$ cat config.mk
export PLATFORM = sky130hd
export DESIGN_NAME = ram_arbiter
export DESIGN_NICKNAME = d
export VERILOG_FILES = /design/src/rtl/ram_arbiter_pkg.sv /design/src/rtl/ram_arbiter.sv
export SDC_FILE = /design/constraint.sdc
export NUM_CORES = 1
export LEC_CHECK = 0
export CORE_ASPECT_RATIO = 1.1
export CORE_MARGIN = 10
export CORE_UTILIZATION = 30
export DETAILED_ROUTE_END_ITERATION = 8
export PLACE_DENSITY = 0.74
export SYNTH_ARGS = -nofsm -noshare
export SYNTH_HDL_FRONTEND = slang
export SYNTH_SLANG_ARGS = --single-unit
$ cat constraint.sdc
create_clock -name i_nclk -period 2.6 [get_ports i_nclk]
set_clock_uncertainty 0.15 [all_clocks]
set_input_delay 0.39 -clock i_nclk [delete_from_list [all_inputs] [get_ports i_nclk]]
set_output_delay 0.39 -clock i_nclk [all_outputs]
set_load 0.05 [all_outputs]
$ cat src/rtl/ram_arbiter_pkg.sv
// Shared types and default widths for the RAM port arbiter.
// Covers the CPU pass-through path and the halted external-requester access sequence.
package ram_arbiter_pkg;

    localparam int DEF_ADDR_W      = 16;
    localparam int DEF_DATA_W      = 8;
    localparam int DEF_WAIT_CYCLES = 1;
    localparam int DEF_MAX_BURST   = 16;

    typedef enum logic [2:0] {
        ST_CPU    = 3'd0,
        ST_GRANT  = 3'd1,
        ST_SETUP  = 3'd2,
        ST_STROBE = 3'd3,
        ST_HOLD   = 3'd4
    } state_t;

endpackage

$ cat src/rtl/ram_arbiter.sv
// Shares the single RAM port between the CPU control path and one external requester.
// The CPU is halted only at instruction boundaries, and a burst limit forces the port back to it.
module ram_arbiter
    import ram_arbiter_pkg::*;
#(
    parameter int ADDR_W      = DEF_ADDR_W,
    parameter int DATA_W      = DEF_DATA_W,
    parameter int WAIT_CYCLES = DEF_WAIT_CYCLES,
    parameter int MAX_BURST   = DEF_MAX_BURST
) (
    input  logic              i_nclk,
    input  logic              i_reset,
    input  logic              i_instrFinishedN,
    output logic              o_halt,
    input  logic [ADDR_W-1:0] i_cpuRamAddr,
    input  logic [DATA_W-1:0] i_cpuRamData,
    input  logic              i_cpuRamNWE,
    input  logic              i_cpuRamNOE,
    output logic [ADDR_W-1:0] o_ramAddr,
    output logic [DATA_W-1:0] o_ramData,
    output logic              o_ramNWE,
    output logic              o_ramNOE,
    input  logic [DATA_W-1:0] i_ramData,
    input  logic              i_dmaReq,
    output logic              o_dmaGrant,
    input  logic              i_dmaValid,
    output logic              o_dmaReady,
    input  logic              i_dmaWrite,
    input  logic [ADDR_W-1:0] i_dmaAddr,
    input  logic [DATA_W-1:0] i_dmaWdata,
    output logic [DATA_W-1:0] o_dmaRdata,
    output logic              o_dmaDone
);

    localparam int BURST_W = $clog2(MAX_BURST + 1);
    localparam int WAIT_W  = (WAIT_CYCLES > 1) ? $clog2(WAIT_CYCLES) : 1;

    state_t              state_r;
    state_t              state_s;
    logic [BURST_W-1:0]  burst_r;
    logic [WAIT_W-1:0]   wait_r;
    logic [ADDR_W-1:0]   lat_addr_r;
    logic [DATA_W-1:0]   lat_data_r;
    logic                lat_write_r;
    logic                halt_r;
    logic                grant_r;
    logic                first_cpu_r;
    logic [DATA_W-1:0]   rdata_r;
    logic                last_wait_s;
    logic                burst_full_s;

    assign last_wait_s  = (wait_r == WAIT_W'(WAIT_CYCLES - 1));
    assign burst_full_s = ((burst_r + BURST_W'(1)) == BURST_W'(MAX_BURST));

    // Next-state decode; the first CPU cycle after a release ignores the instruction boundary.
    always_comb begin
        state_s = state_r;
        case (state_r)
            ST_CPU: begin
                if (i_dmaReq && !i_instrFinishedN && !first_cpu_r) state_s = ST_GRANT;
                else                                               state_s = ST_CPU;
            end
            ST_GRANT: begin
                if (i_dmaValid)     state_s = ST_SETUP;
                else if (!i_dmaReq) state_s = ST_CPU;
                else                state_s = ST_GRANT;
            end
            ST_SETUP: state_s = ST_STROBE;
            ST_STROBE: begin
                if (last_wait_s) state_s = ST_HOLD;
                else             state_s = ST_STROBE;
            end
            ST_HOLD: begin
                if (burst_full_s || !i_dmaReq) state_s = ST_CPU;
                else                           state_s = ST_GRANT;
            end
            default: state_s = ST_CPU;
        endcase
    end

    // State, halt/grant and wait-state counter registers.
    always_ff @(posedge i_nclk) begin
        if (i_reset) begin
            state_r     <= ST_CPU;
            halt_r      <= 1'b0;
            grant_r     <= 1'b0;
            first_cpu_r <= 1'b0;
            wait_r      <= '0;
        end else begin
            state_r     <= state_s;
            halt_r      <= (state_s != ST_CPU);
            grant_r     <= (state_s != ST_CPU);
            first_cpu_r <= (state_s == ST_CPU) && (state_r != ST_CPU);
            if (state_r == ST_STROBE) wait_r <= wait_r + WAIT_W'(1);
            else                      wait_r <= '0;
        end
    end

    // Burst counting, request latching and read-data capture.
    always_ff @(posedge i_nclk) begin
        if (i_reset) begin
            burst_r     <= '0;
            lat_addr_r  <= '0;
            lat_data_r  <= '0;
            lat_write_r <= 1'b0;
            rdata_r     <= '0;
        end else begin
            if (state_r == ST_CPU && state_s == ST_GRANT)
                burst_r <= '0;
            else if (state_r == ST_HOLD && burst_r != BURST_W'(MAX_BURST))
                burst_r <= burst_r + BURST_W'(1);
            else
                burst_r <= burst_r;

            if (state_r == ST_GRANT && i_dmaValid) begin
                lat_addr_r  <= i_dmaAddr;
                lat_data_r  <= i_dmaWdata;
                lat_write_r <= i_dmaWrite;
            end else begin
                lat_addr_r  <= lat_addr_r;
                lat_data_r  <= lat_data_r;
                lat_write_r <= lat_write_r;
            end

            if (state_r == ST_STROBE && last_wait_s && !lat_write_r) rdata_r <= i_ramData;
            else                                                   rdata_r <= rdata_r;
        end
    end

    // RAM port mux: CPU passes straight through, otherwise latched requester access.
    always_comb begin
        if (state_r == ST_CPU) begin
            o_ramAddr = i_cpuRamAddr;
            o_ramData = i_cpuRamData;
            o_ramNWE  = i_cpuRamNWE;
            o_ramNOE  = i_cpuRamNOE;
        end else begin
            o_ramAddr = lat_addr_r;
            o_ramData = lat_data_r;
            o_ramNWE  = !((state_r == ST_STROBE) && lat_write_r);
            o_ramNOE  = !((state_r == ST_STROBE) && !lat_write_r);
        end
    end

    assign o_halt     = halt_r;
    assign o_dmaGrant = grant_r;
    assign o_dmaReady = (state_r == ST_GRANT);
    assign o_dmaDone  = (state_r == ST_HOLD);
    assign o_dmaRdata = rdata_r;

endmodule

# Word-level counts from Yosys, hierarchy flattened
# Index checks and enable logic that the tools add are counted.
# word_totals
ff_bits	44
in_bits	64
out_inout_bits	38
wordCells	53
# op_classes
add_sub_neg	2
n_eq_ne	7
muxes	10
n_bitwise	2
reduce_logical	23
# op_table
operator	n
$mux 16	1
$pmux 3 s5	1
$logic_and 1x1->1	10
$mux 8	1
$eq 3x1->1 const B	2
$eq 3x2->1 const B	2
$logic_not 1->1	6
$logic_not 3->1	2
$reduce_bool 3->1	2
$add 5x1->5 const B	1
$eq 5x5->1 const B	1
$mux 1	5
$ne 5x5->1 const B	1
$reduce_or 2->1	2
$eq 3x3->1 const B	1
$mux 3	1
$mux 2	1
$not 1->1	2
$add 1x1->1 const B	1
$logic_or 1x1->1	1

# Depth between registers and ports, before layout
# Gate-level depths: netlist of the first run.
# logic_depth
word_depth	8
ltp_mapped	6
mapped_depth_nobuf	6

# Worst setup path before layout of the first run
# Ideal clock, no wire load.
# synth_path
kind	flip-flop to output port
start	reg state_r[1]
end	out o_ramAddr[0]
arrival_ns	1.473
t_required_ns	2.060
slack_ns	0.587
stages_incl_launch_ff	5
path_buffers	2
cell_sequence	dfxtp_1 > buf_2 > nor3_4 > buf_4 > mux2_2
# synth_between
elab_chain_len	2
# synth_rtl
element	line	source
start: declaration	ram_arbiter.sv:38	state_t state_r;
start signal: assignment	ram_arbiter.sv:90	state_r <= state_s;
$logic_not 3->1	ram_arbiter.sv:132	if (state_r == ST_CPU) begin
$mux 16	ram_arbiter.sv:132	
end: declaration	ram_arbiter.sv:19	output logic [ADDR_W-1:0] o_ramAddr,
# Every way passes these cells.

# Worst setup path in the final report of the first run
# layout_path
start	reg state_r[1]
end	out o_ramData[1]
# layout_between
elab_chain_len	2
# layout_rtl
element	line	source
$logic_not 3->1	ram_arbiter.sv:132	
$mux 8	ram_arbiter.sv:132	
end: declaration	ram_arbiter.sv:20	output logic [DATA_W-1:0] o_ramData,
# Every way passes these cells.

==> impl_metrics.yaml, run 1 <==
run_status:
  status: "complete, no violations"
power_and_ir_drop:
  pwr_density_cell_mw_per_mm2: 537
  vdd_drop_max_mv: 0.285
  p_leak_nw: 1.24
  p_total_mw: 1.70
critical_path:
  cp_slowest_stage_delay_ps: 460
  r2r-end: "o_dmaRdata[5]$_SDFFE_PP0P_"
  timing.rr.start: "state_r[0]$_SDFF_PP0_"
  cp_cell_sequence: "nor3_4, buf_12, mux2_2, buf_4"
  worst_setup_path_end_kind: "output port"
  start_kind: "register"
  cp_max_fo: 24
  cp_top_family: "flip-flops"
  worstPathArrival_ps: 1820
  rr_worst_depth: 4
  crit_required_ps: 2060
  path_buf_inv: 2
  cpMaxStageDelayCell: "dfxtp_1"
  ff2ff_setup_slack_ps: 530
  critPathKind: "register to output port"
finish:
  syn_to_final_growth_pct: 54.6
  seq_area_um2: 881
  final_util_pct: 48.0
  fin_nets: 397
  fill_cells: 688
  stdcell_count: 414
  multi_input_area_mm2: 0.00108
  drive_above_1_share_pct: 20.8
  diodes: 0
  post-route-cell-area_mm2: 0.00317
route:
  dr.pass1.iters: 4
  drcViolationCount: 0
  drt_wl_total_mm: 6.11
  viasPerCell: 4.64
  drtIter0Drc: 73
  vias: 1919
  ant_nets: 0
  wl_per_cell_um: 14.8
synth:
  synth.most_common_cell: "nand2_1"
  yosys.area.top_type_share_pct: 43.0
  synth_area_mm2: 0.00205
  synth.net_count: 300
  synthAdderAreaFrac_pct: 1.22
  synth_area_leader_cell: "dfxtp_1"
  synth_cell_types: 36
  synthCells: 234
  synthTopCellsByCount: "nand2_1, dfxtp_1, a21oi_1"
  synth_seq_cells: 44
  syn_avg_cell_area_um2: 8.75
  synthArstFlopShare_pct: 0
  yosys-top-cells-area: "dfxtp_1, mux2_2, nand2_1, a21oi_1, mux2i_1"
  seq_area_frac_synth_pct: 43.0
  synthSimpleGateAreaFrac_pct: 22.7
  synth_top_family_by_area: "simple AND/OR/NAND/NOR gates"
  ys.flop_type: "dfxtp_1"
  ys_warn_count: 0
  synth-compound-area-share_pct: 9.84
  synthMuxAreaShare_pct: 17.1
  synth_enable_flop_cells: 0
  synth_xor_area_share_pct: 1.71
place:
  portBuffers: 101
  placed_area_mm2: 0.00306
  dpl.cell_count: 406
  place_ws_ps: 516
  detailed_place_hpwl_mm: 4.80
  place_congestion: 0.755
clock_tree:
  htree_levels: 2
  cts_root_buffer: "clkbuf_8"
  postCtsSetupRepairBufs: 0
  clk_latency_ps: 290
  cts_made_buffers: 5
  cts.sinks: 44
  ctsHoldBuffers: 0
  cts_tree: "done"
  post_cts_resized: 0
  clockBufferDepth: 2
  clkTransAtPathRegs_ps: 80
global_routing:
  track_usage_pct: 11.2
  overflow: 0
  grt_pass1_wl_mm: 9.96
  antenna_found_initial: 0
  grt_pass1_vias: 1955
  grt_max_degree: 26
sta:
  final.min_clock_period_ps: 2360
  hold_violations: 0
  setup-violations-final: 0
  finalSetupTns_ps: 0
  finalCritPeriodShare_pct: 90.6
  drv_slew: 0
  relSlewSlack_pct: 64.8
  timing.hold.ws_ps: 307
  rsz0062_at_grt: "false"
  worst_slew_pin_slew_ps: 526
  fmax_mhz: 425
  timing.final.ws_setup_ps: 245
floorplanning:
  initial_utilization_pct: 31.0
  num_rows: 31
  coreArea_mm2: 0.00659
  fp.dieH_um: 107
  die-area_mm2: 0.0105
  ios: 102
  die_x_um: 98.8
job:
  cap_violations: 0
worst_hold_path:
  hold_start: "lat_addr_r[9]$_SDFFE_PP0P_"
  hold_path_end: "lat_addr_r[9]$_SDFFE_PP0P_"
  hold_class: "register to register"
  hold_depth: 2
## how the worst max path moves through the flow
stage | startpoint | slack, ps | to | cells after the start
floorplan | state_r[1]$_SDFF_PP0_ | 590 | o_ramAddr[0] | 4
global placement | state_r[1]$_SDFF_PP0_ | 570 | o_ramAddr[13] | 4
detailed placement | state_r[0]$_SDFF_PP0_ | 520 | o_dmaRdata[5]$_SDFFE_PP0P_ | 4
CTS | state_r[1]$_SDFF_PP0_ | 210 | o_ramAddr[13] | 4
global route | state_r[0]$_SDFF_PP0_ | 150 | o_ramAddr[13] | 4
finish | state_r[1]$_SDFF_PP0_ | 240 | o_ramData[1] | 4
## sequential cells by signal, summed over array words and instances (netlist names)
signal / count
lat_write_r: 1
wait_r: 1
lat_addr_r: 16
o_dmaRdata: 8
burst_r: 5
state_r: 3
lat_data_r: 8
o_dmaGrant: 1
first_cpu_r: 1
## report_power, final
| group | internal (mW) | total, mW | leakage, nW | switching [mW] |
|---|---|---|---|---|
| Sequential | 0.689 | 0.704 | 0.356 | 0.0147 |
| Combinational | 0.215 | 0.485 | 0.833 | 0.270 |
| Clock | 0.285 | 0.510 | 0.0552 | 0.225 |
## metal layers
| layer | wire length [um] | up-vias | GRT usage, % |
|---|---|---|---|
| met5 | 0 | - | 0 |
| met4 | 48 | 0 | 2.15 |
| met3 | 464 | 5 | 4.24 |
| met2 | 3100 | 64 | 19.8 |
| met1 | 2500 | 869 | 12.7 |
| li1 | - | 981 | - |
## cell type report
| class | instances | area share, % |
|---|---|---|
| clock buffer | 6 | 2.29 |
| timing repair buffer | 106 | 31.3 |
| sequential | 44 | 27.8 |
| inverter | 2 | 0.237 |
| multi-input combinational | 172 | 34.0 |
| tap | 82 | 3.24 |
| clock inverter | 2 | 1.11 |
## cell families (layout without fill, tap and decap cells)
kind of cell / after synthesis / in the layout
and+or+nand+nor: 97 / 97
DFF: 44 / 44
AOI/OAI and AO/OA: 37 / 37
muxes: 32 / 32
buffers and inverters: 18 / 116
xor gates and xnor gates: 4 / 4
adders and majority gates: 2 / 2
## worst register-to-register path: cells and delay by family (launching register included)
family / cells / cell delay [ps]
simple gates: 3 / 930
mux: 1 / 250
flops: 1 / 630
## cells in the final DEF, fill, tap and decap left out, drive strengths merged, types with 3 or more instances in the layout
| cell | count |
|---|---|
| buf | 33 |
| dfxtp | 44 |
| a21oi | 30 |
| mux2 | 24 |
| xor2 | 3 |
| nor2 | 17 |
| clkdlybuf4s50 | 73 |
| nor3b | 3 |
| clkbuf | 6 |
| nand2 | 55 |
| nor3 | 5 |
| mux2i | 8 |
(Power assumes the default switching activity.)
==> inputs of run 2 (changes only) <==
--- a/config.mk
+++ b/config.mk
@@ -6,9 +6,10 @@
 export NUM_CORES = 1
 export LEC_CHECK = 0
 export CORE_ASPECT_RATIO = 1.1
-export CORE_MARGIN = 10
+export CORE_MARGIN = 2
 export CORE_UTILIZATION = 30
 export DETAILED_ROUTE_END_ITERATION = 8
+export MAX_ROUTING_LAYER = met4
 export PLACE_DENSITY = 0.74
 export SYNTH_ARGS = -nofsm -noshare
 export SYNTH_HDL_FRONTEND = slang
==> run 2 against run 1 <==
  * Via count rose by 1.8%
  * First-iteration DRC count fell by 30%
  * Wire length fell by 13%
  * Die area fell by 29%
  * Non-clock buffer count did not move
  * Sequential share of layout area rose by 0.24 points
  * Critical path type unchanged
==> impl_metrics.yaml, run 2 (synthesis gave the netlist of run 1 again) <==
finish:
  final_util_pct: 47.6
  layout_commonest_cell: "clkdlybuf4s50_1"
  multi_input_area_mm2: 0.00108
  post-route-cell-area_mm2: 0.00314
  syn_to_final_growth_pct: 53.3
  mostFrequentLayoutCells: "clkdlybuf4s50_1, nand2_1, dfxtp_1"
  largest_register_ff_count: 16
  fin_nets: 397
  drive_above_1_share_pct: 21.1
  diodes: 0
  fill_cells: 654
  stdcell_count: 414
  seq_area_um2: 881
  max_flop_register: "lat_addr_r"
clock_tree:
  clkTransAtPathRegs_ps: 80
  postCtsSetupRepairBufs: 0
  post_cts_resized: 0
  cts_root_buffer: "clkbuf_8"
  cts_made_buffers: 5
  cts.sinks: 44
  cts_tree: "done"
  clockBufferDepth: 2
  clk_latency_ps: 280
  ctsHoldBuffers: 0
  htree_levels: 2
place:
  detailed_place_hpwl_mm: 4.05
  place_congestion: 0.718
  dpl.cell_count: 406
  placed_area_mm2: 0.00305
  portBuffers: 101
global_routing:
  track_usage_pct: 14.4
  antenna_found_initial: 0
  grt_pass1_wl_mm: 8.36
  grt_pass1_vias: 1911
  overflow: 0
  grt_max_degree: 25
route:
  drt-met1-wl_mm: 2.03
  wl_met2_mm: 2.87
  viasPerCell: 4.72
  drcViolationCount: 0
  drt_wl_total_mm: 5.31
  route.met3.wl_um: 374
  dr.pass1.iters: 4
  vias: 1953
  top_layer: "met4"
  ant_nets: 0
  drtIter0Drc: 51
  wl_per_cell_um: 12.8
sta:
  fmax_mhz: 408
  hold_violations: 0
  setup-violations-final: 0
  relSlewSlack_pct: 65.8
  rsz0062_at_grt: "false"
  finalCritPeriodShare_pct: 94.2
  drv_slew: 0
  finalSetupTns_ps: 0
  worst_slew_pin_slew_ps: 511
  final.min_clock_period_ps: 2450
floorplanning:
  initial_utilization_pct: 31.0
  ios: 102
  die_x_um: 82.8
  num_rows: 31
  die-area_mm2: 0.00750
  fp.dieH_um: 90.6
  coreArea_mm2: 0.00659
critical_path:
  ff2ff_setup_slack_ps: 540
  critPathKind: "register to output port"
  cp_slowest_stage_delay_ps: 460
  crit_required_ps: 2060
  cp_top_family: "buffers and inverters"
  cpMaxStageDelayCell: "dfxtp_1"
  start_kind: "register"
  worstPathArrival_ps: 1910
  crit_top_cell: "buf_4"
  cp_cell_sequence: "nor3_4, buf_4, mux2_2, buf_4"
  cp_max_fo: 24
  worst_setup_path_end_kind: "output port"
  path_buf_inv: 2
worst_hold_path:
  hold_class: "register to register"
power_and_ir_drop:
  vdd_drop_max_mv: 0.279
  p_leak_nw: 1.23
  pwr_density_cell_mw_per_mm2: 513
  p_total_mw: 1.61
run_status:
  status: "complete, no violations"
job:
  cap_violations: 0
-- run 2: cell count changes in the layout (fill, tap and decap cells not counted) --
cell / delta
clkbuf_1: -1
clkbuf_8: +1
buf_12: -1
buf_4: +1
clkinv_2: +1
bufinv_16: -1
-- run 2: tightest hold or removal path, cell delays in order (launching register included) --
cell and delay (ps):
dfxtp_1 320, nand2_1 50, a21oi_1 50
-- run 2: through the flow --
stage | worst slack [ps] | hold WS [ps]
5_1_grt | 39.8 | 327
4_1_cts | 95.7 | 311
3_5_place_dp | 423 | 298
2_1_floorplan | 587 | 279
6_report | 152 | 307
3_3_place_gp | 494 | 292
-- run 2: cell type report --
| cell class | count | area share, % |
|---|---|---|
| clock buffer | 6 | 2.63 |
| clock inverter | 2 | 0.319 |
| inverter | 2 | 0.239 |
| multi-input combinational | 172 | 34.3 |
| sequential | 44 | 28.1 |
| tap | 82 | 3.27 |
| timing repair buffer | 106 | 31.2 |
-- run 2: final timing paths --
kind | from | endpoint | cells past startpoint
setup / recovery | state_r[1]$_SDFF_PP0_ | o_ramAddr[8] | 4
hold / removal | lat_data_r[4]$_SDFFE_PP0P_ | lat_data_r[4]$_SDFFE_PP0P_ | 2
setup reg to reg | state_r[1]$_SDFF_PP0_ | o_dmaRdata[5]$_SDFFE_PP0P_ | 4
hold reg to reg | lat_data_r[4]$_SDFFE_PP0P_ | lat_data_r[4]$_SDFFE_PP0P_ | 2
-- run 2: routing by layer --
layer | vias to the layer above | track usage [%]
li1 | 990 | -
met1 | 898 | 15.5
met2 | 60 | 26.1
met3 | 5 | 3.80
met4 | 0 | 2.87
met5 | - | -
-- run 2: where the power goes --
| part | internal, mW | switching, mW |
|---|---|---|
| clock network | 0.212 | 0.220 |
| logic | 0.210 | 0.264 |
| registers | 0.689 | 0.0148 |
==> inputs of run 3 (changes only) <==
--- a/config.mk
+++ b/config.mk
@@ -5,11 +5,11 @@
 export SDC_FILE = /design/constraint.sdc
 export NUM_CORES = 1
 export LEC_CHECK = 0
+export ABC_CLOCK_PERIOD_IN_PS = 2650
 export CORE_ASPECT_RATIO = 1.1
 export CORE_MARGIN = 2
 export CORE_UTILIZATION = 30
 export DETAILED_ROUTE_END_ITERATION = 8
-export MAX_ROUTING_LAYER = met4
 export PLACE_DENSITY = 0.74
 export SYNTH_ARGS = -nofsm -noshare
 export SYNTH_HDL_FRONTEND = slang
==> constraint.sdc (replaced) <==
create_clock -name i_nclk -period 2.65 [get_ports i_nclk]
set_clock_uncertainty 0.15 [all_clocks]
set_input_delay 0.3975 -clock i_nclk [delete_from_list [all_inputs] [get_ports i_nclk]]
set_output_delay 0.3975 -clock i_nclk [all_outputs]
set_load 0.05 [all_outputs]
==> run 3 against run 2 <==
  * First-iteration DRC count is 24% higher
  * Non-clock buffer count rose by 1
  * Design area increased by 0.16%
  * Die area did not move
  * Wire length fell by 1.5%
  * Core utilization up 0.076 points
  * Via count down 1.4%
  * Worst hold slack is essentially flat
  * Clock power fell by 11%
  * Critical endpoint is now o_ramData[3]
  * Combinational power about the same
  * Clock-buffer cell count stayed put
==> impl_metrics.yaml, run 3 (synthesis gave the netlist of run 1 again) <==
power_and_ir_drop:
  vdd_drop_max_mv: 0.187
  clkPwrFrac_pct: 24.9
  p_sw_share_pct: 31.1
  combPwrFrac_pct: 30.5
  p_total_mw: 1.55
  p_int_mw: 1.07
  p_leak_nw: 1.23
  seqPwrFrac_pct: 44.7
  p_switching_mw: 0.482
  pwr_density_cell_mw_per_mm2: 492
floorplanning:
  ios: 102
  num_rows: 31
  die-area_mm2: 0.00750
  coreArea_mm2: 0.00659
  fp.dieH_um: 90.6
  die_x_um: 82.8
  initial_utilization_pct: 31.0
clock_tree:
  clkTransAtPathRegs_ps: 80
  post_cts_resized: 0
  cts.sinks: 44
  clk_latency_ps: 290
  cts_root_buffer: "clkbuf_8"
  cts_made_buffers: 5
  clockBufferDepth: 2
  cts_tree: "done"
  postCtsSetupRepairBufs: 0
  htree_levels: 2
  ctsHoldBuffers: 0
finish:
  final_util_pct: 47.7
  largest_register_ff_count: 16
  diodes: 0
  max_flop_register: "lat_addr_r"
  drive_above_1_share_pct: 20.8
  fin_nets: 398
  mostFrequentLayoutCells: "clkdlybuf4s50_1, nand2_1, dfxtp_1"
  layout_commonest_cell: "clkdlybuf4s50_1"
  fill_cells: 640
  syn_to_final_growth_pct: 53.5
route:
  dr.pass1.iters: 4
  drcViolationCount: 0
  vias: 1926
  wl_per_cell_um: 12.6
  drt_wl_total_mm: 5.23
  viasPerCell: 4.65
  drtIter0Drc: 63
  ant_nets: 0
sta:
  rsz0062_at_grt: "false"
  hold_violations: 0
  finalCritPeriodShare_pct: 95.9
  setup-violations-final: 0
  drv_slew: 0
  fmax_mhz: 393
  final.min_clock_period_ps: 2540
  finalSetupTns_ps: 0
  worst_slew_pin_slew_ps: 613
  relSlewSlack_pct: 59.0
critical_path:
  cp_cell_sequence: "nor3_4, buf_4, mux2_2, buf_4"
  cpMaxStageDelayCell: "dfxtp_1"
  crit_top_cell: "buf_4"
  cp_max_fo: 12
  crit_required_ps: 2100
  critPathKind: "register to output port"
  worstPathArrival_ps: 2000
  worst_setup_path_end_kind: "output port"
  start_kind: "register"
  cp_slowest_stage_delay_ps: 460
global_routing:
  overflow: 0
  grt_pass1_wl_mm: 8.47
  grt_max_degree: 26
  grt_pass1_vias: 1937
  track_usage_pct: 14.4
  antenna_found_initial: 0
worst_hold_path:
  hold_class: "register to register"
place:
  portBuffers: 101
  detailed_place_hpwl_mm: 4.06
  place_congestion: 0.756
job:
  cap_violations: 0
run_status:
  status: "complete, no violations"
## run 3: changes by cell type in the layout (fill, tap and decap cells not counted)
cell and change:
buf_12 +1, clkbuf_1 +1, clkbuf_8 -1, clkinv_2 -1
## run 3: stage by stage
stage,cell area [um^2],hold WS [ps],cells,setup slack (ps)
2_1_floorplan,2050,279,234,630
3_3_place_gp,3070,293,407,477
3_5_place_dp,3070,297,407,412
4_1_cts,3140,308,414,85.4
5_1_grt,3140,327,414,0.700
6_report,3140,306,414,107
## run 3: layout make-up
cell class / count / area [um^2] / area share [%]
inverters: 2 / 7.51 / 0.239
flip-flops and latches: 44 / 881 / 28.0
multi-input cells: 172 / 1080 / 34.2
well taps: 82 / 103 / 3.26
clock inverters: 1 / 5.00 / 0.159
clock buffers: 6 / 72.6 / 2.31
repair buffers: 107 / 998 / 31.8
## run 3: worst paths after layout
kind                                    from                          to  slack (ps)  depth (start not counted)
setup / recovery       state_r[1]$_SDFF_PP0_                o_ramData[3]         110                          4
hold / removal    lat_addr_r[4]$_SDFFE_PP0P_  lat_addr_r[4]$_SDFFE_PP0P_         310                          2
setup reg to reg       state_r[0]$_SDFF_PP0_  lat_addr_r[2]$_SDFFE_PP0P_         570                          5
hold reg to reg   lat_addr_r[4]$_SDFFE_PP0P_  lat_addr_r[4]$_SDFFE_PP0P_         310                          2
## run 3: worst max-delay path, delay by kind of cell, from the launching register on
| family | cells | cell delay [ps] |
|---|---|---|
| simple gates | 1 | 430 |
| buf+inv | 2 | 460 |
| flops | 1 | 460 |
| mux | 1 | 350 |
## run 3: layer usage
layer,track usage (%),routed length [um]
met5,0,0
met4,4.37,74
met3,4.20,421
met2,26.3,2700
met1,15.4,2030
## run 3: power groups by stage
| stage | sequential (mW) | combinational (mW) | clock [mW] |
|---|---|---|---|
| after detailed placement | 0.707 | 0.474 | 0 |
| after global placement | 0.706 | 0.468 | 0 |
| after global routing | 0.694 | 0.499 | 0.435 |
| after CTS | 0.692 | 0.475 | 0.410 |
| after floorplan | 0.705 | 0.289 | 0 |
| final | 0.691 | 0.471 | 0.385 |
